===== config.mk =====
export PLATFORM = sky130hd
export DESIGN_NAME = mem_bus_arbiter
export DESIGN_NICKNAME = d
export VERILOG_FILES = /design/src/rtl/mem_bus_arbiter_pkg.sv /design/src/rtl/mem_bus_arbiter_lane_gen.sv /design/src/rtl/mem_bus_arbiter.sv
export SDC_FILE = /design/constraint.sdc
export NUM_CORES = 1
export LEC_CHECK = 0
export ABC_AREA = 1
export ABC_CLOCK_PERIOD_IN_PS = 2700
export CAP_MARGIN = 20
export CORE_MARGIN = 3
export CORE_UTILIZATION = 41
export CTS_BUF_LIST = sky130_fd_sc_hd__clkbuf_4
export DETAILED_ROUTE_END_ITERATION = 10
export GPL_TIMING_DRIVEN = 1
export PLACE_DENSITY = 0.86
export SKIP_CTS_REPAIR_TIMING = 1
export SLEW_MARGIN = 10
export SYNTH_ARGS = -nofsm -noshare
export SYNTH_HDL_FRONTEND = slang
export SYNTH_HIERARCHICAL = 1
export SYNTH_SLANG_ARGS = --single-unit

===== constraint.sdc =====
create_clock -name clk -period 2.7 [get_ports clk]
set_input_delay 0.27 -clock clk [delete_from_list [all_inputs] [get_ports clk]]
set_output_delay 0.27 -clock clk [all_outputs]
set_load 0.01 [all_outputs]

===== src/rtl/mem_bus_arbiter_pkg.sv =====
// Purpose: shared definitions for the data-side bus arbiter: address map,
//          access size / state / master enums, bus payload struct and
//          address decode helpers.
// Ports:   none (package).
package mem_bus_arbiter_pkg;

    localparam int unsigned DataW = 32;
    localparam int unsigned BeW   = 4;
    localparam int unsigned SelW  = 3;

    localparam logic [DataW-1:0] DmStartAddr  = 32'h0000_0000;
    localparam logic [DataW-1:0] DmEndAddr    = 32'h0000_2FFF;
    localparam logic [DataW-1:0] Tc0StartAddr = 32'h0000_7F00;
    localparam logic [DataW-1:0] Tc0EndAddr   = 32'h0000_7F0B;
    localparam logic [DataW-1:0] Tc1StartAddr = 32'h0000_7F10;
    localparam logic [DataW-1:0] Tc1EndAddr   = 32'h0000_7F1B;

    typedef enum logic [1:0] {BYTE = 2'd0, HALF = 2'd1, WORD = 2'd2} size_t;
    typedef enum logic [1:0] {IDLE, ACCESS, DONE} arb_state_t;
    typedef enum logic {M_CPU = 1'b0, M_DMA = 1'b1} master_t;

    // Payload driven onto the shared bus during ACCESS; sel is one-hot {TC1, TC0, DM}.
    typedef struct packed {
        logic [SelW-1:0]  sel;
        logic             we;
        logic [BeW-1:0]   be;
        logic [DataW-1:0] addr;
        logic [DataW-1:0] wdata;
    } bus_req_t;

    // Unsigned offset compare: one subtract covers both bounds, even when lo is 0.
    function automatic logic in_range(input logic [DataW-1:0] a,
                                      input logic [DataW-1:0] lo,
                                      input logic [DataW-1:0] hi);
        return (a - lo) <= (hi - lo);
    endfunction

    function automatic logic [SelW-1:0] decode_sel(input logic [DataW-1:0] a);
        return {in_range(a, Tc1StartAddr, Tc1EndAddr),
                in_range(a, Tc0StartAddr, Tc0EndAddr),
                in_range(a, DmStartAddr,  DmEndAddr)};
    endfunction

    // Size code 3 behaves as a word access.
    function automatic size_t norm_size(input logic [1:0] s);
        return (s == 2'd3) ? WORD : size_t'(s);
    endfunction

endpackage


===== src/rtl/mem_bus_arbiter_lane_gen.sv =====
// Purpose: combinational byte-enable and write-data lane replication.
// Ports:   i_size      access size
//          i_addr_lo   byte offset within the word
//          i_wdata     right-aligned store data
//          o_be_c      byte enables
//          o_wdata_c   write data replicated across the active lanes
module bus_lane_gen
    import mem_bus_arbiter_pkg::*;
(
    input  size_t              i_size,
    input  logic [1:0]         i_addr_lo,
    input  logic [DataW-1:0]   i_wdata,
    output logic [BeW-1:0]     o_be_c,
    output logic [DataW-1:0]   o_wdata_c
);

    always_comb begin
        o_be_c    = 4'b1111;
        o_wdata_c = i_wdata;
        case (i_size)
            BYTE: begin
                o_be_c    = 4'b0001 << i_addr_lo;
                o_wdata_c = {4{i_wdata[7:0]}};
            end
            HALF: begin
                o_be_c    = i_addr_lo[1] ? 4'b1100 : 4'b0011;
                o_wdata_c = {2{i_wdata[15:0]}};
            end
            default: begin
                o_be_c    = 4'b1111;
                o_wdata_c = i_wdata;
            end
        endcase
    end

endmodule


===== src/rtl/mem_bus_arbiter.sv =====
// Purpose: round-robin arbiter sharing the DM/TC0/TC1 data bus between the
//          CPU MEM stage and a word-only DMA/debug port, with store legality
//          check, DM timeout and registered one-cycle completion.
// Ports:   i_cpu_*   CPU request (held until o_cpu_ready), o_cpu_* response
//          o_cpu_stall  pipeline freeze while a CPU access is pending
//          i_dma_*   DMA request, o_dma_* response
//          o_bus_*   shared bus (registered, non-zero only in ACCESS)
//          i_dm_rdata/i_tc0_rdata/i_tc1_rdata/i_dm_ack  slave returns
module mem_bus_arbiter
    import mem_bus_arbiter_pkg::*;
#(
    parameter int unsigned TIMEOUT_CYCLES = 16,
    parameter bit          DMA_ENABLE     = 1'b1
)(
    input  logic              clk,
    input  logic              rst_n,
    input  logic              i_cpu_req,
    input  logic              i_cpu_we,
    input  logic [1:0]        i_cpu_size,
    input  logic [DataW-1:0]  i_cpu_addr,
    input  logic [DataW-1:0]  i_cpu_wdata,
    output logic [DataW-1:0]  o_cpu_rdata,
    output logic              o_cpu_ready,
    output logic              o_cpu_err,
    output logic              o_cpu_stall,
    input  logic              i_dma_req,
    input  logic              i_dma_we,
    input  logic [DataW-1:0]  i_dma_addr,
    input  logic [DataW-1:0]  i_dma_wdata,
    output logic [DataW-1:0]  o_dma_rdata,
    output logic              o_dma_ready,
    output logic              o_dma_err,
    output logic [SelW-1:0]   o_bus_sel,
    output logic              o_bus_we,
    output logic [BeW-1:0]    o_bus_be,
    output logic [DataW-1:0]  o_bus_addr,
    output logic [DataW-1:0]  o_bus_wdata,
    input  logic [DataW-1:0]  i_dm_rdata,
    input  logic [DataW-1:0]  i_tc0_rdata,
    input  logic [DataW-1:0]  i_tc1_rdata,
    input  logic              i_dm_ack
);

    localparam int unsigned   TmoW    = (TIMEOUT_CYCLES > 1) ? $clog2(TIMEOUT_CYCLES) : 1;
    localparam logic [TmoW-1:0] TmoLast = TmoW'(TIMEOUT_CYCLES - 1);

    arb_state_t       r_state, w_state_nxt;
    master_t          r_last_grant, w_last_grant_nxt;
    master_t          r_grant, w_grant_nxt;
    bus_req_t         r_bus, w_bus_nxt;
    logic [TmoW-1:0]  r_tmo, w_tmo_nxt;
    logic [DataW-1:0] r_cpu_rdata, w_cpu_rdata_nxt, r_dma_rdata, w_dma_rdata_nxt;
    logic             r_cpu_ready, w_cpu_ready_nxt, r_cpu_err, w_cpu_err_nxt;
    logic             r_dma_ready, w_dma_ready_nxt, r_dma_err, w_dma_err_nxt;

    logic             w_dma_req, w_any_req, w_we, w_misalign, w_legal;
    master_t          w_win;
    size_t            w_size;
    logic [DataW-1:0] w_addr, w_wdata, w_lane_wdata;
    logic [SelW-1:0]  w_sel;
    logic [BeW-1:0]   w_be;
    logic             w_fin, w_fin_err;
    logic [DataW-1:0] w_fin_rdata;
    master_t          w_fin_master;

    assign w_dma_req = DMA_ENABLE && i_dma_req;
    assign w_any_req = i_cpu_req || w_dma_req;

    // Round-robin on ties: the master that did not win last time goes first.
    always_comb begin
        w_win = M_CPU;
        if (i_cpu_req && w_dma_req)
            w_win = (r_last_grant == M_DMA) ? M_CPU : M_DMA;
        else if (w_dma_req)
            w_win = M_DMA;
    end

    assign w_we    = (w_win == M_CPU) ? i_cpu_we    : i_dma_we;
    assign w_size  = (w_win == M_CPU) ? norm_size(i_cpu_size) : WORD;
    assign w_addr  = (w_win == M_CPU) ? i_cpu_addr  : i_dma_addr;
    assign w_wdata = (w_win == M_CPU) ? i_cpu_wdata : i_dma_wdata;
    assign w_sel   = decode_sel(w_addr);

    assign w_misalign = (w_size == WORD) ? (|w_addr[1:0]) :
                        (w_size == HALF) ? w_addr[0] : 1'b0;

    // CPU loads are never rejected here; an unmapped load completes with zero data.
    assign w_legal = (w_win == M_CPU)
                   ? !(w_we && ((w_sel == '0) || w_misalign ||
                                ((w_sel[1] || w_sel[2]) && (w_size != WORD))))
                   : (!(|w_addr[1:0]) && w_sel[0]);

    bus_lane_gen u_lane_gen (
        .i_size    (w_size),
        .i_addr_lo (w_addr[1:0]),
        .i_wdata   (w_wdata),
        .o_be_c    (w_be),
        .o_wdata_c (w_lane_wdata)
    );

    // Next-state, bus payload and completion logic.
    always_comb begin
        w_state_nxt      = r_state;
        w_last_grant_nxt = r_last_grant;
        w_grant_nxt      = r_grant;
        w_bus_nxt        = '0;
        w_tmo_nxt        = '0;
        w_fin            = 1'b0;
        w_fin_err        = 1'b0;
        w_fin_rdata      = '0;
        w_fin_master     = r_grant;

        case (r_state)
            IDLE: begin
                if (w_any_req) begin
                    w_grant_nxt      = w_win;
                    w_last_grant_nxt = w_win;
                    w_fin_master     = w_win;
                    if (w_legal) begin
                        w_state_nxt = ACCESS;
                        if (w_sel != '0) begin
                            w_bus_nxt.sel   = w_sel;
                            w_bus_nxt.we    = w_we;
                            w_bus_nxt.be    = w_be;
                            w_bus_nxt.addr  = {w_addr[31:2], 2'b00};
                            w_bus_nxt.wdata = w_lane_wdata;
                        end
                    end else begin
                        w_state_nxt = DONE;
                        w_fin       = 1'b1;
                        w_fin_err   = 1'b1;
                    end
                end
            end
            ACCESS: begin
                w_bus_nxt = r_bus;
                w_tmo_nxt = r_tmo + TmoW'(1);
                if (r_bus.sel[1]) begin
                    w_fin       = 1'b1;
                    w_fin_rdata = i_tc0_rdata;
                end else if (r_bus.sel[2]) begin
                    w_fin       = 1'b1;
                    w_fin_rdata = i_tc1_rdata;
                end else if (r_bus.sel[0]) begin
                    if (i_dm_ack) begin
                        w_fin       = 1'b1;
                        w_fin_rdata = i_dm_rdata;
                    end else if (r_tmo == TmoLast) begin
                        w_fin     = 1'b1;
                        w_fin_err = 1'b1;
                    end
                end else begin
                    w_fin = 1'b1;
                end
                if (w_fin) begin
                    w_state_nxt = DONE;
                    w_bus_nxt   = '0;
                    w_tmo_nxt   = '0;
                end
            end
            DONE:    w_state_nxt = IDLE;
            default: w_state_nxt = IDLE;
        endcase

        w_cpu_ready_nxt = w_fin && (w_fin_master == M_CPU);
        w_cpu_err_nxt   = w_cpu_ready_nxt && w_fin_err;
        w_cpu_rdata_nxt = w_cpu_ready_nxt ? w_fin_rdata : '0;
        w_dma_ready_nxt = w_fin && (w_fin_master == M_DMA);
        w_dma_err_nxt   = w_dma_ready_nxt && w_fin_err;
        w_dma_rdata_nxt = w_dma_ready_nxt ? w_fin_rdata : '0;
    end

    // State and registered outputs.
    always_ff @(posedge clk or negedge rst_n) begin
        if (!rst_n) begin
            r_state      <= IDLE;
            r_last_grant <= M_DMA;
            r_grant      <= M_CPU;
            r_bus        <= '0;
            r_tmo        <= '0;
            r_cpu_rdata  <= '0;
            r_cpu_ready  <= 1'b0;
            r_cpu_err    <= 1'b0;
            r_dma_rdata  <= '0;
            r_dma_ready  <= 1'b0;
            r_dma_err    <= 1'b0;
        end else begin
            r_state      <= w_state_nxt;
            r_last_grant <= w_last_grant_nxt;
            r_grant      <= w_grant_nxt;
            r_bus        <= w_bus_nxt;
            r_tmo        <= w_tmo_nxt;
            r_cpu_rdata  <= w_cpu_rdata_nxt;
            r_cpu_ready  <= w_cpu_ready_nxt;
            r_cpu_err    <= w_cpu_err_nxt;
            r_dma_rdata  <= w_dma_rdata_nxt;
            r_dma_ready  <= w_dma_ready_nxt;
            r_dma_err    <= w_dma_err_nxt;
        end
    end

    // Stall must rise in the request cycle itself, so it is the one combinational output.
    assign o_cpu_stall = rst_n && i_cpu_req && !r_cpu_ready;

    assign o_cpu_rdata = r_cpu_rdata;
    assign o_cpu_ready = r_cpu_ready;
    assign o_cpu_err   = r_cpu_err;
    assign o_dma_rdata = r_dma_rdata;
    assign o_dma_ready = r_dma_ready;
    assign o_dma_err   = r_dma_err;
    assign o_bus_sel   = r_bus.sel;
    assign o_bus_we    = r_bus.we;
    assign o_bus_be    = r_bus.be;
    assign o_bus_addr  = r_bus.addr;
    assign o_bus_wdata = r_bus.wdata;

endmodule


==> impl_metrics.py <==
metrics = {
    "status": {
        "status": "finished with violations",
        "failed_checks": "setup timing",
    },
    "timing": {
        "fin_ws_ns": -0.5563,
        "tightest_slew_ns": 0.9286,
        "finalSetupViolations": 123,
        "rsz0062_at_grt": "true",
        "fin_crit_sh_pct": 120.6,
        "slew_headroom_pct": 38.09,
        "max_clock_freq_mhz": 307.1,
        "period_needed_ns": 3.256,
        "finalClockSkew_ns": 0.02067,
        "drv_slew": 0,
        "hold_viol_final": 0,
    },
    "clock_network": {
        "clockBufferDepth": 2,
        "root_buffer": "clkbuf_4",
        "cts_max_level": 4,
        "numCtsBuffers": 17,
        "cts_tree": "built",
        "clk-insertion-delay-late_ns": 0.56,
        "path_clk_slew_ns": 0.14,
        "clkSinkCount": 146,
    },
    "run": {
        "cap_violations": 0,
    },
    "pwr": {
        "power.density_nw_per_um2": 422.0,
        "p_int_mw": 3.958,
        "vdd_drop_max_mv": 0.2952,
        "power_switching_share_pct": 38.29,
        "pwr-share-comb_pct": 43.1,
        "power_switching_mw": 2.456,
        "power_frac_seq_pct": 35.2,
        "p_leak_nw": 7.301,
        "power_frac_clock_pct": 21.7,
    },
    "floorplanning": {
        "die_width_um": 157.7,
        "io_pins": 374,
        "core.rowCount": 54,
        "coreArea_um2": 22230,
        "initial_core_util_pct": 42.46,
        "die_area_um2": 24880,
        "dieHeight_um": 157.7,
    },
    "yosys": {
        "ys_seq_area_share_pct": 38.72,
        "synthCells": 1381,
        "synth_warnings": 6,
        "synth_top_area_cell": "dfrtp_1",
        "ys_ff_latch": 146,
        "syn-cell-area_um2": 9439,
        "synth_edf_count": 0,
        "syn_avg_cell_area_um2": 6.835,
        "async_flop_share_pct": 100.0,
        "synth_cell_types": 39,
        "synth_top_area_share_pct": 38.44,
        "synthFlopType": "dfrtp_1",
        "synth.area.top_cells": "dfrtp_1 38%, nand2_1 17%, inv_1 7.8%",
    },
    "global_route": {
        "grt_pass1_wl_um": 50000,
        "grt_max_degree": 78,
        "grt_usage_pct": 25.58,
        "antenna_found_initial": 1,
        "grt_pass1_vias": 9915,
        "overflow": 0,
    },
    "route": {
        "num_vias": 10480,
        "dr.first_iter.drc_count": 661,
        "routed_wl_um": 34980,
        "wl_met2_um": 17950,
        "wl_per_cell_um": 16.47,
        "wl_met3_um": 2084,
        "postRouteAntennaNets": 0,
        "vias_per_cell": 4.933,
        "drc": 0,
        "top_layer_used": "met4",
        "drt-met1-wl_um": 13420,
        "firstDrtPassIters": 5,
    },
    "place": {
        "gp_congestion": 0.9978,
        "io_buffers": 371,
        "place_area_um2": 14010,
        "hpwl_um": 26720,
        "place_ws_ns": -0.7895,
    },
    "setup_path": {
        "cp_top_family": "simple AND/OR/NAND/NOR gates",
        "worstPathArrival_ns": 3.69,
        "cp_num_buf_inv": 3,
        "critical_path.max_fanout": 8,
        "cp.required_ns": 3.13,
        "crit_type": "register to register",
        "slowest_delay_ns": 0.62,
        "rrSetupSlack_ns": -0.56,
        "worstReg2RegStart": "r_last_grant",
        "end_kind": "register",
        "path_cells": "nand2_4 -> nand2_8 -> clkbuf_16 -> buf_6 -> nand2_2 -> nand2_2 -> nand2_2 -> nor2_2 -> nand2_2 -> nor2_4 -> nand3_2 -> nand2_1 -> nand3b_1 -> nor2_2 -> nand3_2 -> nand3_4 -> nand3_4 -> nand2_4 -> nand3_4 -> nand3_4 -> clkbuf_16 -> nor2_2",
        "critical-path-slowest-cell": "dfstp_2",
        "crit_start": "r_last_grant",
        "critPathLaunchType": "register",
    },
    "finish": {
        "layout.nets": 2063,
        "drive_gt1_share_pct": 21.99,
        "design_area_um2": 15200,
        "fillers": 1760,
        "syn2layout_area_growth_pct": 61.03,
    },
    "min_path": {
        "hp-class": "input port to async pin",
    },
}
[state kept, by name, summed over array words and instances (netlist names), 2 cells and up]
| register | flops |
|---|---|
| o_bus_wdata | 32 |
| o_cpu_rdata | 32 |
| o_dma_rdata | 32 |
| o_bus_addr | 30 |
| o_bus_be | 4 |
| r_tmo | 4 |
| o_bus_sel | 3 |
| r_state | 2 |
[power by group through the flow]
stage | Sequential (mW) | Combinational [mW] | Clock [mW]
floorplan | 2.30 | 1.28 | 0
global placement | 2.30 | 2.27 | 0
detailed placement | 2.30 | 2.30 | 0
CTS | 2.26 | 2.31 | 1.42
global route | 2.26 | 2.99 | 1.53
finish | 2.26 | 2.76 | 1.39
[cell families after synthesis]
group	count (synthesis)	synth area share [%]
xor gates and xnor gates	4	0.3712
other	1	0.03973
AOI/OAI and AO/OA	187	12.82
adders and majority gates	1	0.1325
and+or+nand+nor	760	34.86
buffers and inverters	282	13.06
DFF	146	38.72
[stage by stage]
step                total power [mW]  utilization (%)  cells  setup TNS [ns]  hold slack (ns)
finish                         6.414            68.38   2124          -58.77           0.2644
global route                   6.788            68.38   2124          -79.33           0.2311
CTS                            5.990            64.27   2095          -65.50         -0.04031
detailed placement             4.600            63.02   2063          -92.28           0.4651
global placement               4.566            63.02   2063          -85.63           0.4467
floorplan                      3.578                -   1382          -8.273         -0.02559
[tightest hold or removal path, stage by stage]
cell           delay, ns
dlygate4sd3_1       0.55
buf_6               0.12
buf_4               0.28
[cells in the mapped netlist (all sizes together), types with 2 or more instances]
master  count
nand2     453
inv       203
nor2      201
dfrtp     145
o21ai     105
nand3      71
buf        43
o21bai     43
a21oi      37
clkbuf     32
nand3b     20
nand4       8
clkinv      4
nor3        3
xor2        3
or2         2
[layout by cell type (no fill, tap or decap), types with 3 or more instances in the layout]
cell type          n
dfrtp_1          144
buf_12             9
nand2_2           54
nor2_2            52
nand3b_1          20
inv_1            194
clkdlybuf4s50_1  370
buf_4            105
clkbuf_16          6
clkbuf_4          18
nand3_1           45
o21ai_1           21
nand4_1            7
buf_6             10
o21bai_2          40
o21ai_0           75
clkinv_1           4
o21ai_2            8
nand3_2           20
inv_6              5
nor2_4            22
nor2_1           127
nand2_1          380
xor2_1             3
nand2_4           19
clkinvlp_4         3
inv_2             10
inv_8              3
a21oi_1           35
nand3_4            6
[cell type report]
class	count	area, um^2	share of cell area (%)
repair buffers	502	4972	32.71
flip-flops and latches	146	3656	24.05
multi-input cells	955	5161	33.96
diodes	2	5.005	0.03293
well taps	280	350.3	2.305
clock inverters	14	142.6	0.9384
clock buffers	18	135.1	0.8890
inverters	207	777.0	5.112
[path summary, 6_finish.rpt]
check,to,cells past startpoint
setup / recovery,o_cpu_rdata[18],22
hold / removal,r_tmo[3],3
setup reg to reg,o_cpu_rdata[18],22
hold reg to reg,r_tmo[0],1
max in group asynchronous,o_cpu_rdata[8],3
min in group clk,o_bus_we,3
[per-layer routing]
metal	global-route usage, %	up-vias
met5	0	-
met4	10.25	0
met3	5.276	98
met2	46.33	402
met1	29.44	4865
li1	-	5112
No activity file was read; power rests on OpenSTA's default activity.
